`src/rtl/kbd_event_ctrl.sv`:
```
// PS/2 scan-code decoder: strips E0/F0 prefixes, tracks held key and modifiers,
// and buffers decoded events in a small FIFO for a valid/ack consumer.
module kbd_event_ctrl #(
  parameter int FIFO_DEPTH = 8
) (
  input  logic                          clk_50,
  input  logic                          clrn,
  input  logic                          ready,
  input  logic [7:0]                    data,
  output logic                          nextdata_n,
  input  logic                          ev_ack,
  output logic                          ev_valid,
  output logic [7:0]                    ev_code,
  output logic                          ev_ext,
  output logic                          ev_break,
  output logic                          ev_rep,
  output logic                          shift_on,
  output logic                          ctrl_on,
  output logic                          caps_on,
  output logic                          overflow,
  output logic [$clog2(FIFO_DEPTH):0]   ev_count,
  output logic [1:0]                    dbg_state
);

  localparam int AW = $clog2(FIFO_DEPTH);
  localparam logic [AW:0] DEPTH_C = (AW+1)'(FIFO_DEPTH);

  typedef enum logic [1:0] {IDLE, EXT, BRK, EXT_BRK} state_t;

  // Handshake: a byte is taken when ready=1 and nextdata_n=1; nextdata_n then
  // pulses low for one cycle. The consumer pops the head when ev_valid=1 and ev_ack=1.
  state_t      state, state_nx;
  logic        acc;
  logic        emit, emit_ext, emit_brk;
  logic        pend_v, pend_ext, pend_brk;
  logic [7:0]  pend_code;
  logic [8:0]  pend_key, held_key;
  logic        held_v, is_rep;
  logic        lshift, rshift, lctrl, rctrl;
  logic [10:0] mem [FIFO_DEPTH];
  logic [10:0] head;
  logic [AW-1:0] wr_ptr, rd_ptr;
  logic        full, do_push, do_pop;

  assign acc       = ready & nextdata_n;
  assign dbg_state = state;

  always_comb begin
    state_nx = state;
    emit     = 1'b0;
    emit_ext = 1'b0;
    emit_brk = 1'b0;
    if (acc) begin
      case (state)
        IDLE: begin
          if (data == 8'hE0)      state_nx = EXT;
          else if (data == 8'hF0) state_nx = BRK;
          else                    emit = 1'b1;
        end
        EXT: begin
          if (data == 8'hF0)      state_nx = EXT_BRK;
          else if (data == 8'hE0) state_nx = EXT;
          else begin
            emit = 1'b1; emit_ext = 1'b1; state_nx = IDLE;
          end
        end
        BRK: begin
          state_nx = IDLE;
          if (data != 8'hE0 && data != 8'hF0) begin
            emit = 1'b1; emit_brk = 1'b1;
          end
        end
        EXT_BRK: begin
          state_nx = IDLE;
          if (data != 8'hE0 && data != 8'hF0) begin
            emit = 1'b1; emit_brk = 1'b1; emit_ext = 1'b1;
          end
        end
        default: state_nx = IDLE;
      endcase
    end
  end

  always_ff @(posedge clk_50 or negedge clrn) begin
    if (!clrn) begin
      state      <= IDLE;
      nextdata_n <= 1'b1;
      pend_v     <= 1'b0;
      pend_ext   <= 1'b0;
      pend_brk   <= 1'b0;
      pend_code  <= 8'h00;
    end else begin
      state      <= state_nx;
      nextdata_n <= ~acc;
      pend_v     <= emit;
      if (emit) begin
        pend_ext  <= emit_ext;
        pend_brk  <= emit_brk;
        pend_code <= data;
      end
    end
  end

  // Repeat is judged against the single most recent make that has not been broken.
  assign pend_key = {pend_ext, pend_code};
  assign is_rep   = pend_v & ~pend_brk & held_v & (held_key == pend_key);

  always_ff @(posedge clk_50 or negedge clrn) begin
    if (!clrn) begin
      held_v   <= 1'b0;
      held_key <= 9'h000;
      lshift   <= 1'b0;
      rshift   <= 1'b0;
      lctrl    <= 1'b0;
      rctrl    <= 1'b0;
      caps_on  <= 1'b0;
    end else if (pend_v) begin
      if (!pend_brk) begin
        if (!is_rep) begin
          held_key <= pend_key;
          held_v   <= 1'b1;
        end
      end else if (held_v && held_key == pend_key) begin
        held_v <= 1'b0;
      end
      if (pend_key == 9'h012) lshift <= ~pend_brk;
      if (pend_key == 9'h059) rshift <= ~pend_brk;
      if (pend_key == 9'h014) lctrl  <= ~pend_brk;
      if (pend_key == 9'h114) rctrl  <= ~pend_brk;
      if (pend_key == 9'h058 && !pend_brk && !is_rep) caps_on <= ~caps_on;
    end
  end

  assign shift_on = lshift | rshift;
  assign ctrl_on  = lctrl | rctrl;

  // A pop on the same edge frees the slot, so a full FIFO still takes the push.
  assign full     = (ev_count == DEPTH_C);
  assign ev_valid = (ev_count != '0);
  assign do_pop   = ev_valid & ev_ack;
  assign do_push  = pend_v & (~full | do_pop);

  always_ff @(posedge clk_50) begin
    if (do_push) mem[wr_ptr] <= {is_rep, pend_brk, pend_ext, pend_code};
  end

  always_ff @(posedge clk_50 or negedge clrn) begin
    if (!clrn) begin
      wr_ptr   <= '0;
      rd_ptr   <= '0;
      ev_count <= '0;
      overflow <= 1'b0;
    end else begin
      if (do_push) wr_ptr <= wr_ptr + 1'b1;
      if (do_pop)  rd_ptr <= rd_ptr + 1'b1;
      case ({do_push, do_pop})
        2'b10:   ev_count <= ev_count + 1'b1;
        2'b01:   ev_count <= ev_count - 1'b1;
        default: ev_count <= ev_count;
      endcase
      if (pend_v && full && !do_pop) overflow <= 1'b1;
    end
  end

  assign head     = mem[rd_ptr];
  assign ev_code  = ev_valid ? head[7:0] : 8'h00;
  assign ev_ext   = ev_valid & head[8];
  assign ev_break = ev_valid & head[9];
  assign ev_rep   = ev_valid & head[10];

endmodule
```
`config.mk`:
```
export PLATFORM = sky130hd
export DESIGN_NAME = kbd_event_ctrl
export DESIGN_NICKNAME = d
export VERILOG_FILES = /design/src/rtl/kbd_event_ctrl.sv
export SDC_FILE = /design/constraint.sdc
export NUM_CORES = 1
export LEC_CHECK = 0
export ABC_AREA = 0
export CORE_MARGIN = 3
export CORE_UTILIZATION = 45
export DETAILED_ROUTE_END_ITERATION = 12
export MAX_ROUTING_LAYER = met4
export PLACE_DENSITY_LB_ADDON = 0.1
export RECOVER_POWER = 100
export SLEW_MARGIN = 20
export SYNTH_ARGS = -nofsm -noshare
export SYNTH_HDL_FRONTEND = slang
export SYNTH_SLANG_ARGS = --single-unit
```
`constraint.sdc`:
```
create_clock -name clk_50 -period 6.2 [get_ports clk_50]
set_clock_uncertainty 0.2 [all_clocks]
set_input_delay 1.24 -clock clk_50 [delete_from_list [all_inputs] [get_ports clk_50]]
set_output_delay 1.24 -clock clk_50 [all_outputs]
set_load 0.005 [all_outputs]
```
* After elaboration in Yosys (flattened, before gate mapping)
Memories as Yosys holds them, arrays and structs flattened.
Index checks and enable logic that the tools add are counted.
** Storage, ports and cells
- Flip-flop bits (word level) :: 40
- Bits in writable memories :: 88
- Input port bits :: 12
- Logic and storage cells :: 102
- Memories :: 1
** Memory list
- mem :: depth 8, width 11, read ports 1, clocked after Yosys merged registers in 0, wr ports 1, RTL line 40 : logic [10:0] mem [FIFO_DEPTH];
** Operators by class
- Add/sub/neg operators :: 4
- Eq/ne operators :: 19
- Multiplexer cells :: 23
- Bitwise gates (word level) :: 17
- Reductions and logical operators :: 21
** Operators by type and width (count)
- $eq 9x5->1 const B :: 2
- $eq 9x7->1 const B :: 2
- $eq 8x8->1 const B :: 2
- $ne 8x8->1 const B :: 2
- $mux 1 :: 15
- $reduce_and 2->1 :: 6
- $and 1x1->1 :: 9
- $eq 9x9->1 :: 1
- $eq 9x9->1 const B :: 1
- $mux 8 :: 1
- $pmux 4 s2 :: 1
- $add 3x1->3 const B :: 2
- $eq 2x2->1 const B :: 3
- $logic_and 1x1->1 :: 6
- $mux 2 :: 3
- $pmux 2 s3 :: 1
- $reduce_and 3->1 :: 2
- $not 1->1 :: 5
- $add 4x1->4 const B :: 1
- $eq 2x1->1 const B :: 2
- $eq 4x4->1 const B :: 1
- $reduce_bool 4->1 :: 1
- $sub 4x1->4 const B :: 1
- $logic_not 1->1 :: 3
- 9 further kinds :: 11

* Depth between registers and ports, before layout
Gate-level depths: netlist (run 1).
- Word-level depth :: 7
- Depth in mapped cells :: 7
- Depth with buffers taken out :: 7

* Worst setup path after synthesis (run 1)
No wires, ideal clock.
- Path type :: input port to flip-flop
- Start :: input port ev_ack
- End :: memory mem[0][0] (enable)
- Setup time :: 0.408 ns
- Data arrival time :: 2.659 ns
- Setup slack :: 2.933 ns
- Cell stages on the path :: 3
- Path buffers :: 0
- Path through :: nand2b_1 > o21ai_1 > nor4_1
** Between the ends
- Longest elaborated chain between the ends :: 5
** RTL lines
- from (decl) :: RTL line 11 : input logic ev_ack,
- $and 1x1->1 :: RTL line 140 : assign do_pop = ev_valid & ev_ack;
- $or 1x1->1 :: RTL line 141 : assign do_push = pend_v & (~full | do_pop);
- $and 1x1->1 :: RTL line 141
- $mux 1 :: RTL line 144 : if (do_push) mem[wr_ptr] <= {is_rep, pend_brk, pend_ext, pend_code};
- $mux 1 (not written as such) :: RTL line 144
- to (decl) :: RTL line 40
Every way passes these cells.

* Worst setup path after layout (run 1)
- Start :: register rd_ptr[0]
- End :: output port ev_rep
** Between the ends
- Longest elaborated chain between the ends :: 2
** RTL lines
- from (decl) :: RTL line 42 : logic [AW-1:0] wr_ptr, rd_ptr;
- from (signal assigned) :: RTL line 155 : if (do_pop) rd_ptr <= rd_ptr + 1'b1;
- $mem_v2 8x11
- $and 1x1->1 :: RTL line 169 : assign ev_rep = ev_valid & head[10];
- to (decl) :: RTL line 16 : output logic ev_rep,
Every way passes these cells.

==> impl_metrics.yaml, run 1 <==
outcome:
  status: "finished, violations left"
  violations: "max-capacitance violations, max-slew violations"
cells_and_area:
  final_util_pct: 55.5
  syn2layout_area_growth_pct: 19.8
  n_antenna_cell: 0
  finish.net_count: 373
  drive_gt1_share_pct: 20.5
clocking:
  clk_latency_ps: 410
  cts.path.max_buffers: 2
  post_cts_resize_count: 0
  cts_setup_buffers: 0
  ctsHtreeMaxLevel: 4
  numCtsBuffers: 17
  clk_pin_slew_worst_paths_ps: 50
  cts-root-buf: "clkbuf_16"
  cts_num_sinks: 128
  cts_tree: "done"
  postCtsHoldBufs: 0
power:
  ir_drop_uv: 264
  power.internal_mw: 2.11
  p_leak_nw: 2.33
  p_switching_uw: 781
  p_comb_share_pct: 22.7
  clock_power_share_pct: 34.4
  seq_power_share_pct: 42.9
  powerDensity_mw_per_mm2: 455
  switching_share_pct: 27.0
timing:
  rsz0062_at_grt: "false"
  setup_viol: 0
  tightestPinTransition_ps: 2180
  slew_violations: 41
  setup_tns_ps: 0
  fmax_mhz: 203
  hold_viol: 0
  fin_crit_sh_pct: 79.5
  slew-limit-headroom_pct: -45.0
  fin_crit_ps: 4930
yosys:
  ys_seq_elements: 128
  synthCells: 306
  yosysWarnings: 0
  netlist_area_mm2: 0.00531
  syn_nets: 321
  synth_edf_count: 88
  ys_async_sr_fraction_pct: 31.3
  synth_ff_type: "edfxtp_1"
  synthDistinctLibCells: 45
  yosysSeqAreaShare_pct: 68.6
  syn_area_per_cell_um2: 17.4
critical_path:
  crit_path_start_kind: "register"
  cp_slowest_cell: "dfrtp_1"
  critPathKind: "reg2out"
  critPathBufInv: 2
  end_kind: "primary output"
  critical_path_arrival_ps: 3490
  ff2ff_path_depth: 4
  required_ps: 4760
  critPathMaxStageDelay_ps: 830
  cp.depth: 5
  path_cells: "clkbuf_1, mux4_2, mux2i_1, nor2_1, dlygate4sd3_1"
  cp_max_fo: 13
  critical_path.top_delay_family: "buffers and inverters"
drt:
  vias_per_cell: 5.41
  wl_um: 9860
  vias: 2783
  ant_nets: 0
  drt-pass1-iter-count: 4
  drc: 0
  wl_per_cell_um: 19.2
  drt_iter0_drc: 117
placed_design:
  dpl.hpwl_um: 6260
  gp_congestion: 0.769
  portBuffers: 34
worst_hold_path:
  hold_path_class: "reg2reg"
  holdPathStages: 1
global_routing:
  grt_use_met1_pct: 22.7
  antenna_found_initial: 0
  grt_max_degree: 41
  use_met3_pct: 3.96
  busiest_layer: "met2"
  track_usage_pct: 17.0
  grt_pass1_vias: 2907
  use_met2_pct: 25.8
  overflow: 0
  grt_pass1_wl_um: 15900
floorplan:
  fp.dieArea_mm2: 0.0131
  initial_core_util_pct: 46.3
  dieWidth_um: 115
  rows: 39
  pin_count: 35
  die_h_um: 115
  core_mm2: 0.0115
run:
  cap_viol_max_count: 1
-- cells by family (layout without fill, tap and decap cells) --
group | count (synthesis) | after routing | synth area share (%)
fa+ha+maj | 3 | 3 | 0.706
simple gates | 70 | 70 | 7.20
mux | 59 | 59 | 16.9
flops | 128 | 128 | 68.6
xor+xnor | 16 | 16 | 2.64
compound gates | 15 | 15 | 2.85
buf+inv | 15 | 80 | 1.15
-- stage by stage --
stage                     area (um^2)  hold WS, ps  cells  worst slack [ps]  power [mW]
after floorplan                  5310          251    306              2930        1.67
after global placement           5860          243    482              2200        1.99
after detailed placement         5860          249    482              2170        2.01
after CTS                        6470          262    514              1800        3.01
after global routing             6360          280    514               960        3.05
final                            6360          250    514              1270        2.90
-- cell usage after synthesis, drive strengths merged, types with 4 or more instances --
| cell type | count | area share, % |
|---|---|---|
| buf | 5 | 0.42 |
| clkbuf | 5 | 0.38 |
| dfrtp | 39 | 18 |
| edfxtp | 88 | 50 |
| inv | 5 | 0.35 |
| mux2 | 21 | 4.5 |
| mux2i | 16 | 3.0 |
| mux4 | 22 | 9.3 |
| nand2 | 13 | 0.92 |
| nand2b | 5 | 0.59 |
| nand4 | 4 | 0.47 |
| nor2 | 26 | 1.8 |
| nor3 | 6 | 0.66 |
| xnor2 | 5 | 0.82 |
| xor2 | 11 | 1.8 |
-- layer usage --
metal	vias to the layer above	share of wire, %
met5	-	0
met4	0	1.3
met3	11	3.9
met2	55	48
met1	1425	46
li1	1292	-
-- power groups by stage --
stage / Clock, mW / Sequential [mW] / Combinational (mW)
3_3_place_gp: 0 / 1.26 / 0.727
3_5_place_dp: 0 / 1.27 / 0.737
4_1_cts: 1.02 / 1.26 / 0.738
2_1_floorplan: 0 / 1.16 / 0.510
5_1_grt: 1.05 / 1.27 / 0.731
6_report: 0.996 / 1.24 / 0.657
-- path summary, 6_finish.rpt --
check,startpoint,to,slack [ps]
setup / recovery,rd_ptr[0],ev_rep,1270
hold / removal,overflow,overflow,250
setup reg to reg,ev_count[0],mem[6][8],3290
hold reg to reg,overflow,overflow,250
max in group asynchronous,clrn,held_key[0],3280
min in group asynchronous,clrn,rd_ptr[2],1270
-- cell usage in the layout, fill, tap and decap left out, types with 2 or more instances in the layout --
cell type,instances
a21o_1,2
bufinv_16,3
clkbuf_1,11
clkbuf_16,17
clkbuf_8,3
clkdlybuf4s50_1,8
clkinv_2,4
clkinvlp_4,3
dfrtp_1,39
dlygate4sd3_1,25
edfxtp_1,88
ha_1,3
inv_1,5
mux2_2,20
mux2i_1,16
mux4_2,22
nand2_1,13
nand2b_1,5
nand3_1,2
nand4_1,4
nand4b_1,3
nor2_1,26
nor3_1,5
nor4_1,2
o21ai_0,3
o41ai_1,2
or3_1,3
xnor2_1,5
xor2_1,11
-- worst register-to-register path, delay by kind of cell, from the launching register on --
family	cells	cell delay, ps
DFF	1	460
buffers and inverters	1	420
AOI/OAI and AO/OA	1	300
and+or+nand+nor	2	1170
-- area by class of cell --
class | count | area, um^2
clock buffers | 21 | 470
clock inverters | 11 | 136
fillers | 938 | 5100
inverters | 5 | 18.8
multi-input cells | 163 | 1550
flip-flops and latches | 128 | 3640
well taps | 143 | 179
repair buffers | 43 | 368
-- state kept, by name (all words and copies together), names as in the netlist, 2 cells and up --
| name | flops |
|---|---|
| pend_code | 8 |
| wr_ptr | 3 |
| held_key | 9 |
| dbg_state | 2 |
| rd_ptr | 3 |
| ev_count | 4 |
| mem | 88 |
(Power assumes the default switching activity.)
==> inputs of run 2 (changes only) <==
==> constraint.sdc (replaced) <==
create_clock -name clk_50 -period 4.4 [get_ports clk_50]
set_clock_uncertainty 0.2 [all_clocks]
set_input_delay 0.88 -clock clk_50 [delete_from_list [all_inputs] [get_ports clk_50]]
set_output_delay 0.88 -clock clk_50 [all_outputs]
set_load 0.005 [all_outputs]
==> run 2 against run 1 <==
Against the previous run:
- the run still ends with max-capacitance violations, max-slew violations left
- power rose by 35%
- global-route usage increased by 0.13 points
- worst hold slack improved by 15 ps
- critical path depth did not move
- non-clock buffer count increased by 3
==> impl_metrics.yaml, run 2 (synthesized netlist as in run 1, its figures left out) <==
outcome:
  status: "finished, violations left"
  violations: "max-capacitance violations, max-slew violations"
timing:
  setup_tns_ps: 0
  fin_crit_sh_pct: 85.1
  fin_ws_ps: 657
  slew_violations: 41
  setup_viol: 0
  tightestPinTransition_ps: 2220
  hold_viol: 0
  fin_crit_ps: 3740
  slew-limit-headroom_pct: -48.2
  fmax_mhz: 267
  whs_ps: 265
  rsz0062_at_grt: "false"
floorplan:
  core_mm2: 0.0115
  rows: 39
  initial_core_util_pct: 46.3
  dieWidth_um: 115
  die_h_um: 115
  pin_count: 35
  fp.dieArea_mm2: 0.0131
cells_and_area:
  final_common_cell: "edfxtp_1"
  finish.net_count: 376
  drive_gt1_share_pct: 19.0
  largest_reg_flops: 88
  regMostFlops: "mem"
  top_regs: "mem (88), held_key (9), pend_code (8)"
  mostFrequentLayoutCells: "edfxtp_1 (88), dfrtp_1 (39), nor2_1 (26)"
  fill_cells: 931
  n_antenna_cell: 0
  syn2layout_area_growth_pct: 18.3
drt:
  wl_per_cell_um: 19.5
  wl_um: 10100
  met1_length_um: 4790
  met3_length_um: 310
  vias_per_cell: 5.34
  drt_iter0_drc: 135
  topRoutingLayerUsed: "met4"
  drc: 0
  ant_nets: 0
  drt-pass1-iter-count: 4
  vias: 2754
  met2WireLength_um: 4880
clocking:
  cts_tree: "done"
  cts.path.max_buffers: 2
  postCtsHoldBufs: 0
  cts_setup_buffers: 0
  cts_num_sinks: 128
  clk_latency_ps: 400
  post_cts_resize_count: 0
  cts-root-buf: "clkbuf_16"
  numCtsBuffers: 17
  ctsHtreeMaxLevel: 4
  clk_pin_slew_worst_paths_ps: 50
placed_design:
  place_ws_ps: 1380
  gp_congestion: 0.779
  portBuffers: 34
  dpl.hpwl_um: 6320
critical_path:
  critPathMaxStageDelay_ps: 600
  end_kind: "primary output"
  required_ps: 3320
  cpMostUsedCell: "nor2_1"
  cp_slowest_cell: "dlygate4sd3_1"
  critical_path_arrival_ps: 2660
  crit_path_start_kind: "register"
  cp_max_fo: 12
  r2r_slack_ps: 1580
  cp-endpoint: "ev_code[6]"
  worstReg2RegEnd: "ev_count[1]"
  reg2reg_from: "ev_count[2]"
  ff2ff_path_depth: 5
  critPathLaunch: "ev_count[0]"
  path_cells: "or3_1, nor2_1, clkbuf_1, nor2_1, dlygate4sd3_1"
  critPathKind: "reg2out"
global_routing:
  grt_pass1_wl_um: 15700
  antenna_found_initial: 0
  grt_max_degree: 41
  grt_pass1_vias: 2861
  track_usage_pct: 17.1
  overflow: 0
power:
  powerDensity_mw_per_mm2: 620
  p_leak_nw: 2.30
  ir_drop_uv: 323
run:
  cap_viol_max_count: 1
worst_hold_path:
  hold_path_class: "reg2reg"
## run 2: changes by cell type in the layout (fill, tap and decap cells not counted), sizes merged
cell / before / now
buf: 0 / 3
bufinv: 3 / 1
clkbuf: 31 / 29
clkinv: 5 / 11
clkinvlp: 3 / 0
## run 2: power by group
group	leakage, nW	switching [mW]	internal [mW]
logic	0.764	0.426	0.569
clock network	0.253	0.450	0.752
registers	1.28	0.204	1.50
## run 2: per-stage QoR
step           power (mW)  std cells  instance area, um^2  util (%)
6_report             3.90        516                 6290      54.8
5_1_grt              4.11        516                 6290      54.8
4_1_cts              4.06        516                 6390      55.7
3_5_place_dp         2.84        485                 5880      51.3
3_3_place_gp         2.82        485                 5880      51.3
2_1_floorplan        2.35        306                 5310         -
## run 2: worst min path at each step
stage,depth (start not counted),endpoint,slack [ps],startpoint
floorplan,1,overflow,250,overflow
global placement,1,overflow,240,overflow
detailed placement,1,overflow,270,overflow
CTS,1,overflow,280,overflow
global route,1,overflow,290,overflow
finish,1,overflow,260,overflow
## run 2: per-layer routing
layer	vias to the layer above	GRT usage, %
met4	0	6.02
met3	8	4.92
met5	-	-
met1	1406	23.0
li1	1295	-
met2	45	25.2
## run 2: cell type report
class | instances | area, um^2 | area share, %
Clock buffer | 19 | 433 | 6.88
Clock inverter | 12 | 76.3 | 1.21
Inverter | 5 | 18.8 | 0.298
Multi-Input combinational cell | 163 | 1550 | 24.6
Sequential cell | 128 | 3640 | 58.0
Tap cell | 143 | 179 | 2.85
Timing Repair Buffer | 46 | 390 | 6.21
## run 2: critical path: cells and delay by family (launching register included)
family	cells	cell delay (ps)
buf+inv	2	1100
flops	1	450
simple gates	3	700
